**config.mk**
```make
export PLATFORM = sky130hd
export DESIGN_NAME = lsu_req
export DESIGN_NICKNAME = d
export VERILOG_FILES = /design/src/rtl/lsu_pkg.sv /design/src/rtl/lsu_align.sv /design/src/rtl/lsu_req.sv
export SDC_FILE = /design/constraint.sdc
export NUM_CORES = 1
export LEC_CHECK = 0
export ABC_AREA = 1
export BUFFER_PORTS_ARGS = -buffer_cell sky130_fd_sc_hd__buf_4
export CORE_ASPECT_RATIO = 0.8
export CORE_MARGIN = 10
export CORE_UTILIZATION = 30
export DETAILED_ROUTE_END_ITERATION = 7
export GPL_TIMING_DRIVEN = 0
export SYNTH_ARGS = -nofsm -noshare
export SYNTH_HDL_FRONTEND = slang
export SYNTH_SLANG_ARGS = --single-unit
```
**constraint.sdc**
```tcl
create_clock -name clk -period 4.7 [get_ports clk]
set_input_delay 1.175 -clock clk [delete_from_list [all_inputs] [get_ports clk]]
set_output_delay 1.175 -clock clk [all_outputs]
set_load 0.01 [all_outputs]
```
**src/rtl/lsu_pkg.sv**
```systemverilog
// Shared pipeline definitions for the execute-side LSU and the MEM stage.
// Latency: none (types, encodings and pure decode helpers only).
// Backpressure: not applicable.
package lsu_pkg;

  localparam int XLEN = 32;

  // Memory operation codes carried on the ALU-to-LSU bus
  typedef enum logic [3:0] {
    LS_NONE = 4'd0,
    LS_LB   = 4'd1,
    LS_LH   = 4'd2,
    LS_LW   = 4'd3,
    LS_LBU  = 4'd4,
    LS_LHU  = 4'd5,
    LS_SB   = 4'd9,
    LS_SH   = 4'd10,
    LS_SW   = 4'd11
  } ls_op_e;

  // Load kind forwarded to the MEM stage for extraction and sign extension
  typedef enum logic [2:0] {
    LD_NONE = 3'd0,
    LD_LB   = 3'd1,
    LD_LH   = 3'd2,
    LD_LW   = 3'd3,
    LD_LBU  = 3'd4,
    LD_LHU  = 3'd5
  } load_inst_e;

  typedef enum logic [1:0] {
    ST_IDLE = 2'd0,
    ST_REQ  = 2'd1,
    ST_WAIT = 2'd2,
    ST_DONE = 2'd3
  } lsu_state_e;

  typedef enum logic [1:0] {
    SZ_NONE = 2'd0,
    SZ_BYTE = 2'd1,
    SZ_HALF = 2'd2,
    SZ_WORD = 2'd3
  } acc_size_e;

  // Unknown codes collapse to LS_NONE so they behave as a plain pass-through.
  function automatic ls_op_e decode_op(input logic [3:0] raw);
    case (raw)
      4'd1:    return LS_LB;
      4'd2:    return LS_LH;
      4'd3:    return LS_LW;
      4'd4:    return LS_LBU;
      4'd5:    return LS_LHU;
      4'd9:    return LS_SB;
      4'd10:   return LS_SH;
      4'd11:   return LS_SW;
      default: return LS_NONE;
    endcase
  endfunction

  function automatic acc_size_e op_size(input ls_op_e op);
    case (op)
      LS_LB, LS_LBU, LS_SB: return SZ_BYTE;
      LS_LH, LS_LHU, LS_SH: return SZ_HALF;
      LS_LW, LS_SW:         return SZ_WORD;
      default:              return SZ_NONE;
    endcase
  endfunction

  function automatic logic is_store(input ls_op_e op);
    return (op == LS_SB) || (op == LS_SH) || (op == LS_SW);
  endfunction

  function automatic logic is_load(input ls_op_e op);
    return (op == LS_LB) || (op == LS_LH) || (op == LS_LW) ||
           (op == LS_LBU) || (op == LS_LHU);
  endfunction

endpackage

```
**src/rtl/lsu_align.sv**
```systemverilog
// Byte-lane alignment: strobe, replicated store data and misalignment flag.
// Latency: purely combinational.
// Backpressure: none; outputs follow inputs directly.
module lsu_align
  import lsu_pkg::*;
(
  input  ls_op_e          op,
  input  logic [1:0]      addr_lo,
  input  logic [XLEN-1:0] store_data,
  output logic [3:0]      strb,
  output logic [XLEN-1:0] wdata,
  output logic            misaligned
);

  // Size-driven lane selection; data is replicated so any lane holds it
  always_comb begin
    strb       = 4'd0;
    wdata      = store_data;
    misaligned = 1'b0;
    case (op_size(op))
      SZ_BYTE: begin
        strb  = 4'b0001 << addr_lo;
        wdata = {4{store_data[7:0]}};
      end
      SZ_HALF: begin
        strb       = 4'b0011 << addr_lo;
        wdata      = {2{store_data[15:0]}};
        misaligned = addr_lo[0];
      end
      SZ_WORD: begin
        strb       = 4'hF;
        misaligned = |addr_lo;
      end
      default: begin
        strb = 4'd0;
      end
    endcase
  end

endmodule

```
**src/rtl/lsu_req.sv**
```systemverilog
// Execute-stage LSU: issues one data-memory request per load/store and forwards the result.
// Latency: 1 cycle for non-memory/misaligned ops; REQ + WAIT + response delay for memory ops.
// Backpressure: holds a single instruction; ready drops until the result is taken downstream.
module lsu_req
  import lsu_pkg::*;
#(
  parameter int ADDR_WIDTH = 5,
  parameter int DATA_WIDTH = 32
) (
  input  logic                                 clk,
  input  logic                                 rst,
  input  logic [4+1+ADDR_WIDTH+2*DATA_WIDTH-1:0] alu_to_lsu_bus,
  input  logic                                 alu_to_lsu_valid,
  output logic                                 lsu_to_alu_ready,
  output logic                                 dmem_req_valid,
  input  logic                                 dmem_req_ready,
  output logic                                 dmem_req_wen,
  output logic [DATA_WIDTH-1:0]                dmem_req_addr,
  output logic [3:0]                           dmem_req_wstrb,
  output logic [DATA_WIDTH-1:0]                dmem_req_wdata,
  input  logic                                 dmem_rsp_valid,
  input  logic [DATA_WIDTH-1:0]                dmem_rsp_rdata,
  output logic [2*DATA_WIDTH+ADDR_WIDTH+8-1:0] exe_to_mem_bus,
  output logic                                 exe_to_mem_valid,
  input  logic                                 mem_to_exe_ready,
  output logic                                 misalign_err
);

  localparam int IN_W = 4 + 1 + ADDR_WIDTH + 2 * DATA_WIDTH;

  // Incoming instruction fields
  logic [3:0]            in_op_raw;
  ls_op_e                in_op;
  logic                  in_regw;
  logic [ADDR_WIDTH-1:0] in_reg_addr;
  logic [DATA_WIDTH-1:0] in_alu;
  logic [DATA_WIDTH-1:0] in_sd;

  assign in_op_raw   = alu_to_lsu_bus[IN_W-1 -: 4];
  assign in_regw     = alu_to_lsu_bus[IN_W-5];
  assign in_reg_addr = alu_to_lsu_bus[2*DATA_WIDTH +: ADDR_WIDTH];
  assign in_alu      = alu_to_lsu_bus[DATA_WIDTH +: DATA_WIDTH];
  assign in_sd       = alu_to_lsu_bus[DATA_WIDTH-1:0];
  assign in_op       = decode_op(in_op_raw);

  // Alignment helpers
  logic [3:0]      al_strb;
  logic [XLEN-1:0] al_wdata;
  logic            al_misaligned;

  lsu_align u_align (
    .op         (in_op),
    .addr_lo    (in_alu[1:0]),
    .store_data (in_sd),
    .strb       (al_strb),
    .wdata      (al_wdata),
    .misaligned (al_misaligned)
  );

  // State and payload registers
  lsu_state_e            state_q,     state_d;
  logic                  req_vld_q,   req_vld_d;
  logic                  out_vld_q,   out_vld_d;
  logic                  misalign_q,  misalign_d;
  logic                  req_wen_q,   req_wen_d;
  logic [DATA_WIDTH-1:0] req_addr_q,  req_addr_d;
  logic [3:0]            req_wstrb_q, req_wstrb_d;
  logic [DATA_WIDTH-1:0] req_wdata_q, req_wdata_d;
  load_inst_e            ld_inst_q,   ld_inst_d;
  logic                  regw_q,      regw_d;
  logic [ADDR_WIDTH-1:0] reg_addr_q,  reg_addr_d;
  logic [DATA_WIDTH-1:0] reg_data_q,  reg_data_d;
  logic [3:0]            ld_strb_q,   ld_strb_d;
  logic [DATA_WIDTH-1:0] ld_data_q,   ld_data_d;

  logic accept;
  logic in_mem;
  logic in_bad;
  logic in_is_ld;

  // Acceptance is possible when empty or when the finished result leaves this cycle
  always_comb begin
    lsu_to_alu_ready = (state_q == ST_IDLE) ||
                       ((state_q == ST_DONE) && mem_to_exe_ready);
    accept   = alu_to_lsu_valid && lsu_to_alu_ready;
    in_mem   = (in_op != LS_NONE);
    in_bad   = in_mem && al_misaligned;
    in_is_ld = is_load(in_op) && !in_bad;
  end

  // Next-state and payload computation; reset overrides the control state only
  always_comb begin
    state_d     = state_q;
    misalign_d  = 1'b0;
    req_wen_d   = req_wen_q;
    req_addr_d  = req_addr_q;
    req_wstrb_d = req_wstrb_q;
    req_wdata_d = req_wdata_q;
    ld_inst_d   = ld_inst_q;
    regw_d      = regw_q;
    reg_addr_d  = reg_addr_q;
    reg_data_d  = reg_data_q;
    ld_strb_d   = ld_strb_q;
    ld_data_d   = ld_data_q;

    case (state_q)
      ST_REQ: begin
        if (dmem_req_ready) state_d = ST_WAIT;
      end
      ST_WAIT: begin
        if (dmem_rsp_valid) begin
          state_d = ST_DONE;
          // Store acknowledges carry no payload for the MEM stage
          if (ld_inst_q != LD_NONE) ld_data_d = dmem_rsp_rdata;
        end
      end
      ST_DONE: begin
        if (mem_to_exe_ready) state_d = ST_IDLE;
      end
      default: begin
        state_d = state_q;
      end
    endcase

    if (accept) begin
      state_d     = (in_mem && !in_bad) ? ST_REQ : ST_DONE;
      misalign_d  = in_bad;
      req_wen_d   = is_store(in_op);
      req_addr_d  = {in_alu[DATA_WIDTH-1:2], 2'b00};
      req_wstrb_d = al_strb;
      req_wdata_d = al_wdata;
      ld_inst_d   = in_is_ld ? load_inst_e'(in_op_raw[2:0]) : LD_NONE;
      regw_d      = in_regw && !is_store(in_op) && !in_bad;
      reg_addr_d  = in_reg_addr;
      reg_data_d  = in_alu;
      ld_strb_d   = in_is_ld ? al_strb : 4'd0;
      ld_data_d   = '0;
    end

    req_vld_d = (state_d == ST_REQ);
    out_vld_d = (state_d == ST_DONE);

    if (!rst) begin
      state_d    = ST_IDLE;
      req_vld_d  = 1'b0;
      out_vld_d  = 1'b0;
      misalign_d = 1'b0;
    end
  end

  // Register everything on the rising edge
  always_ff @(posedge clk) begin
    state_q     <= state_d;
    req_vld_q   <= req_vld_d;
    out_vld_q   <= out_vld_d;
    misalign_q  <= misalign_d;
    req_wen_q   <= req_wen_d;
    req_addr_q  <= req_addr_d;
    req_wstrb_q <= req_wstrb_d;
    req_wdata_q <= req_wdata_d;
    ld_inst_q   <= ld_inst_d;
    regw_q      <= regw_d;
    reg_addr_q  <= reg_addr_d;
    reg_data_q  <= reg_data_d;
    ld_strb_q   <= ld_strb_d;
    ld_data_q   <= ld_data_d;
  end

  assign dmem_req_valid   = req_vld_q;
  assign dmem_req_wen     = req_wen_q;
  assign dmem_req_addr    = req_addr_q;
  assign dmem_req_wstrb   = req_wstrb_q;
  assign dmem_req_wdata   = req_wdata_q;
  assign exe_to_mem_valid = out_vld_q;
  assign misalign_err     = misalign_q;
  assign exe_to_mem_bus   = {ld_inst_q, regw_q, reg_addr_q, reg_data_q, ld_strb_q, ld_data_q};

endmodule

```
==> results by group <==
Routing
  • Routed Antenna Nets: 0
  • DRT iter0 DRCs: approximately 170
  • Post-Route WL: ~16 mm
  • DRT Pass-1 Iters: 4
  • Routed via count: 3891
  • Residual DRC: 0
  • Vias/cell: 4.202
  • Drt wl/cell: roughly 17 um

Floorplan
  • Number of I/O pins: between 200 and 300
  • Core area: ~16000 um2
  • Chip width: 161.1 um
  • Die area: 21400 um2
  • Starting Density: a little under a third
  • Die H: approximately 130 um
  • Row cnt: 41

Global routing
  • Tot GR Track Use: about 14%
  • Initial antenna violation count: 0
  • First-pass GRT wire length: around 24 mm
  • Grt ovf: 0
  • Largest net degree at the start of global routing: 85
  • Vias in the first global route: 4000

Timing
  • RSZ-0062 raised after global routing: false
  • Max Freq: approximately 350 MHz
  • Max-slew violation count: 0
  • Least-Margin Pin Slew: between 1 and 1.5 ns
  • Max_slew headroom: between 20% and 30%
  • Setup TNS: 0 ns
  • Period utilization: approximately three fifths
  • Final setup viols: 0
  • Clock Skews: around 0.0077 ns
  • Min Tclk post-route: ~2.8 ns
  • Hold violation count in the final report: 0

Power and ir drop
  • Total power: between 3 and 4 mW
  • PwrDens: 447.2 nW/um2
  • Leakage: ~3.5 nW
  • Peak supply drop: 0.2036 mV

Clocking
  • # hold bufs at CTS: 0
  • CTS tree: yes
  • Clock slew at reported path FFs: around 0.05 ns
  • CTS Sinks: roughly 120
  • Postcts setup bufs: 0
  • Post-CTS sizing: 0
  • Htree depth: 4
  • Bufs on Longest Clock Path: 2
  • Clock latency on the worst-skew pair: around 0.40 ns
  • Root buf cell: clkbuf_16
  • Total CTS buffers: 17

Finish
  • Area Growth Syn to Fin: 58.34%
  • Fin util: 48.17%
  • Fill cells: 1500
  • Share of cells above drive strength 1: between 50 and 60%
  • # nets final: between 800 and 900
  • Cell area after layout: ~7600 um2
  • Antenna cells: 0
  • Post-Layout Cell Count: approximately 900

Setup path
  • CP cell instances: buf_4, nand3_1, nand2_2, buf_4
  • Crit path largest cell delay: about 0.16 ns
  • Crit-path slowest cell: buf_4
  • Crit. End Element: output port
  • Crit-path most repeated cell: buf_4
  • Critical Path AT: 1.65 ns
  • Worst EP required: between 3 and 4 ns
  • Critical path type: input pin to output port
  • Critical Path Fanout Max: 2
  • Worst r2r path cells: 4
  • Worst setup SP type: input pin

Placement
  • Post-DP Area: approximately 7000 um2
  • Final Wtd Congestion: about 0.8
  • Dpl cells: 895
  • Detailed placer's ending HPWL: about 12 mm
  • IO Port Bufs: 259

Synthesis
  • Seq cells post-synth: ~120
  • Distinct cells, synth: 30
  • Yosys Warn Count: 0
  • Area contributors post-synth: edfxtp_1 52%, dfxtp_1 16%, buf_4 5.8%, nand2_1 5.6%, nor2_1 5.3%
  • Cell taking the most area after synthesis: edfxtp_1
  • Syn Std Cell Area: 4776 um2
  • Async S/R FF share, synth: 0%
  • Register area share after synthesis: 67.07%
  • Cells after Synth: 420
  • Post-synth EDFFs: 82
  • Yosys top cell area share: roughly half
  • Syn_area_per_cell: around 11 um2
  • Commonest register cell after synthesis: edfxtp_1

Worst hold path
  • Worst Hold Class: flop to flop
  • Hold Crit Depth: 2

Run
  • # Max-Cap Violations: 0

Status
  • Status: complete, no violations
[kinds of logic after synthesis]
kind of cell    synth area share (%)
other cells                  0.07852
flops                          67.07
simple gates                   14.75
buf+inv                        9.589
fa+ha+maj                      1.048
compound gates                 7.467
[synthesized netlist by cell type, types with 2 or more instances]
cell type / number
a21oi_1: 2
a32oi_1: 8
buf_2: 6
buf_4: 37
buf_8: 2
dfxtp_1: 37
edfxtp_1: 82
ha_1: 4
inv_1: 21
inv_2: 3
nand2_1: 71
nand2_2: 6
nand3_1: 7
nor2_1: 67
nor2_2: 12
o21ai_0: 12
o21ai_1: 20
o21ai_2: 10
o31ai_1: 2
[area by class of cell]
| cell class | instances | area (um2) | area share, % |
|---|---|---|---|
| Sequential cell | 119 | 3203 | 42.36 |
| Timing Repair Buffer | 259 | 1944 | 25.71 |
| Multi-Input combinational cell | 230 | 1119 | 14.79 |
| Clock buffer | 20 | 436.7 | 5.774 |
| Buffer | 47 | 361.6 | 4.782 |
| Tap cell | 215 | 269.0 | 3.557 |
| Clock inverter | 11 | 132.6 | 1.754 |
| Inverter | 25 | 96.34 | 1.274 |
[flip-flops by register name (all words and copies together), names as in the netlist, 2 cells and up]
register        count
dmem_req_wstrb      4
ld_strb_q           4
ld_data_q          32
ld_inst_q           3
state_q             2
reg_data_q         32
dmem_req_wdata     32
reg_addr_q          5
[final timing paths]
path | startpoint | endpoint | slack, ns
max | mem_to_exe_ready | lsu_to_alu_ready | 1.88
min | ld_data_q[13] | ld_data_q[13] | 0.48
max reg2reg | state_q[1] | reg_data_q[14] | 2.67
min reg2reg | ld_data_q[13] | ld_data_q[13] | 0.48
[metal layers]
layer | vias up | track usage, % | part of all wire (%)
met5 | - | 0 | 0
met4 | 0 | 4.339 | 0.94
met3 | 9 | 5.456 | 5.6
met2 | 133 | 25.21 | 54
met1 | 1815 | 15.73 | 39
li1 | 1934 | - | -
[stage by stage]
step / hold WS (ns) / setup WS, ns
2_1_floorplan: 0.5102 / 2.054
3_5_place_dp: 0.4753 / 1.512
6_report: 0.4842 / 1.877
4_1_cts: 0.4877 / 1.870
5_1_grt: 0.5172 / 1.798
3_3_place_gp: 0.4683 / 1.568
[report_power, final]
part	leakage, nW	internal (mW)	switching (mW)
sequential	1.09	1.30	0.0629
clock	0.275	0.821	0.435
combinational	2.14	0.376	0.388
[cell usage in the layout (no fill, tap or decap), types with 6 or more instances in the layout]
| cell | n |
|---|---|
| nand2_1 | 71 |
| o21ai_0 | 12 |
| o21ai_2 | 10 |
| nand3_1 | 7 |
| nand2_2 | 6 |
| edfxtp_1 | 82 |
| buf_4 | 296 |
| nor2_2 | 12 |
| clkbuf_16 | 17 |
| buf_2 | 6 |
| dfxtp_1 | 37 |
| nor2_1 | 67 |
| a32oi_1 | 8 |
| inv_1 | 21 |
| o21ai_1 | 20 |
[worst max-delay path: cells and delay by family]
family                 cells  cell delay [ns]
and+or+nand+nor            2             0.21
buffers and inverters      2             0.27
Power figures use the tool's default switching activity.
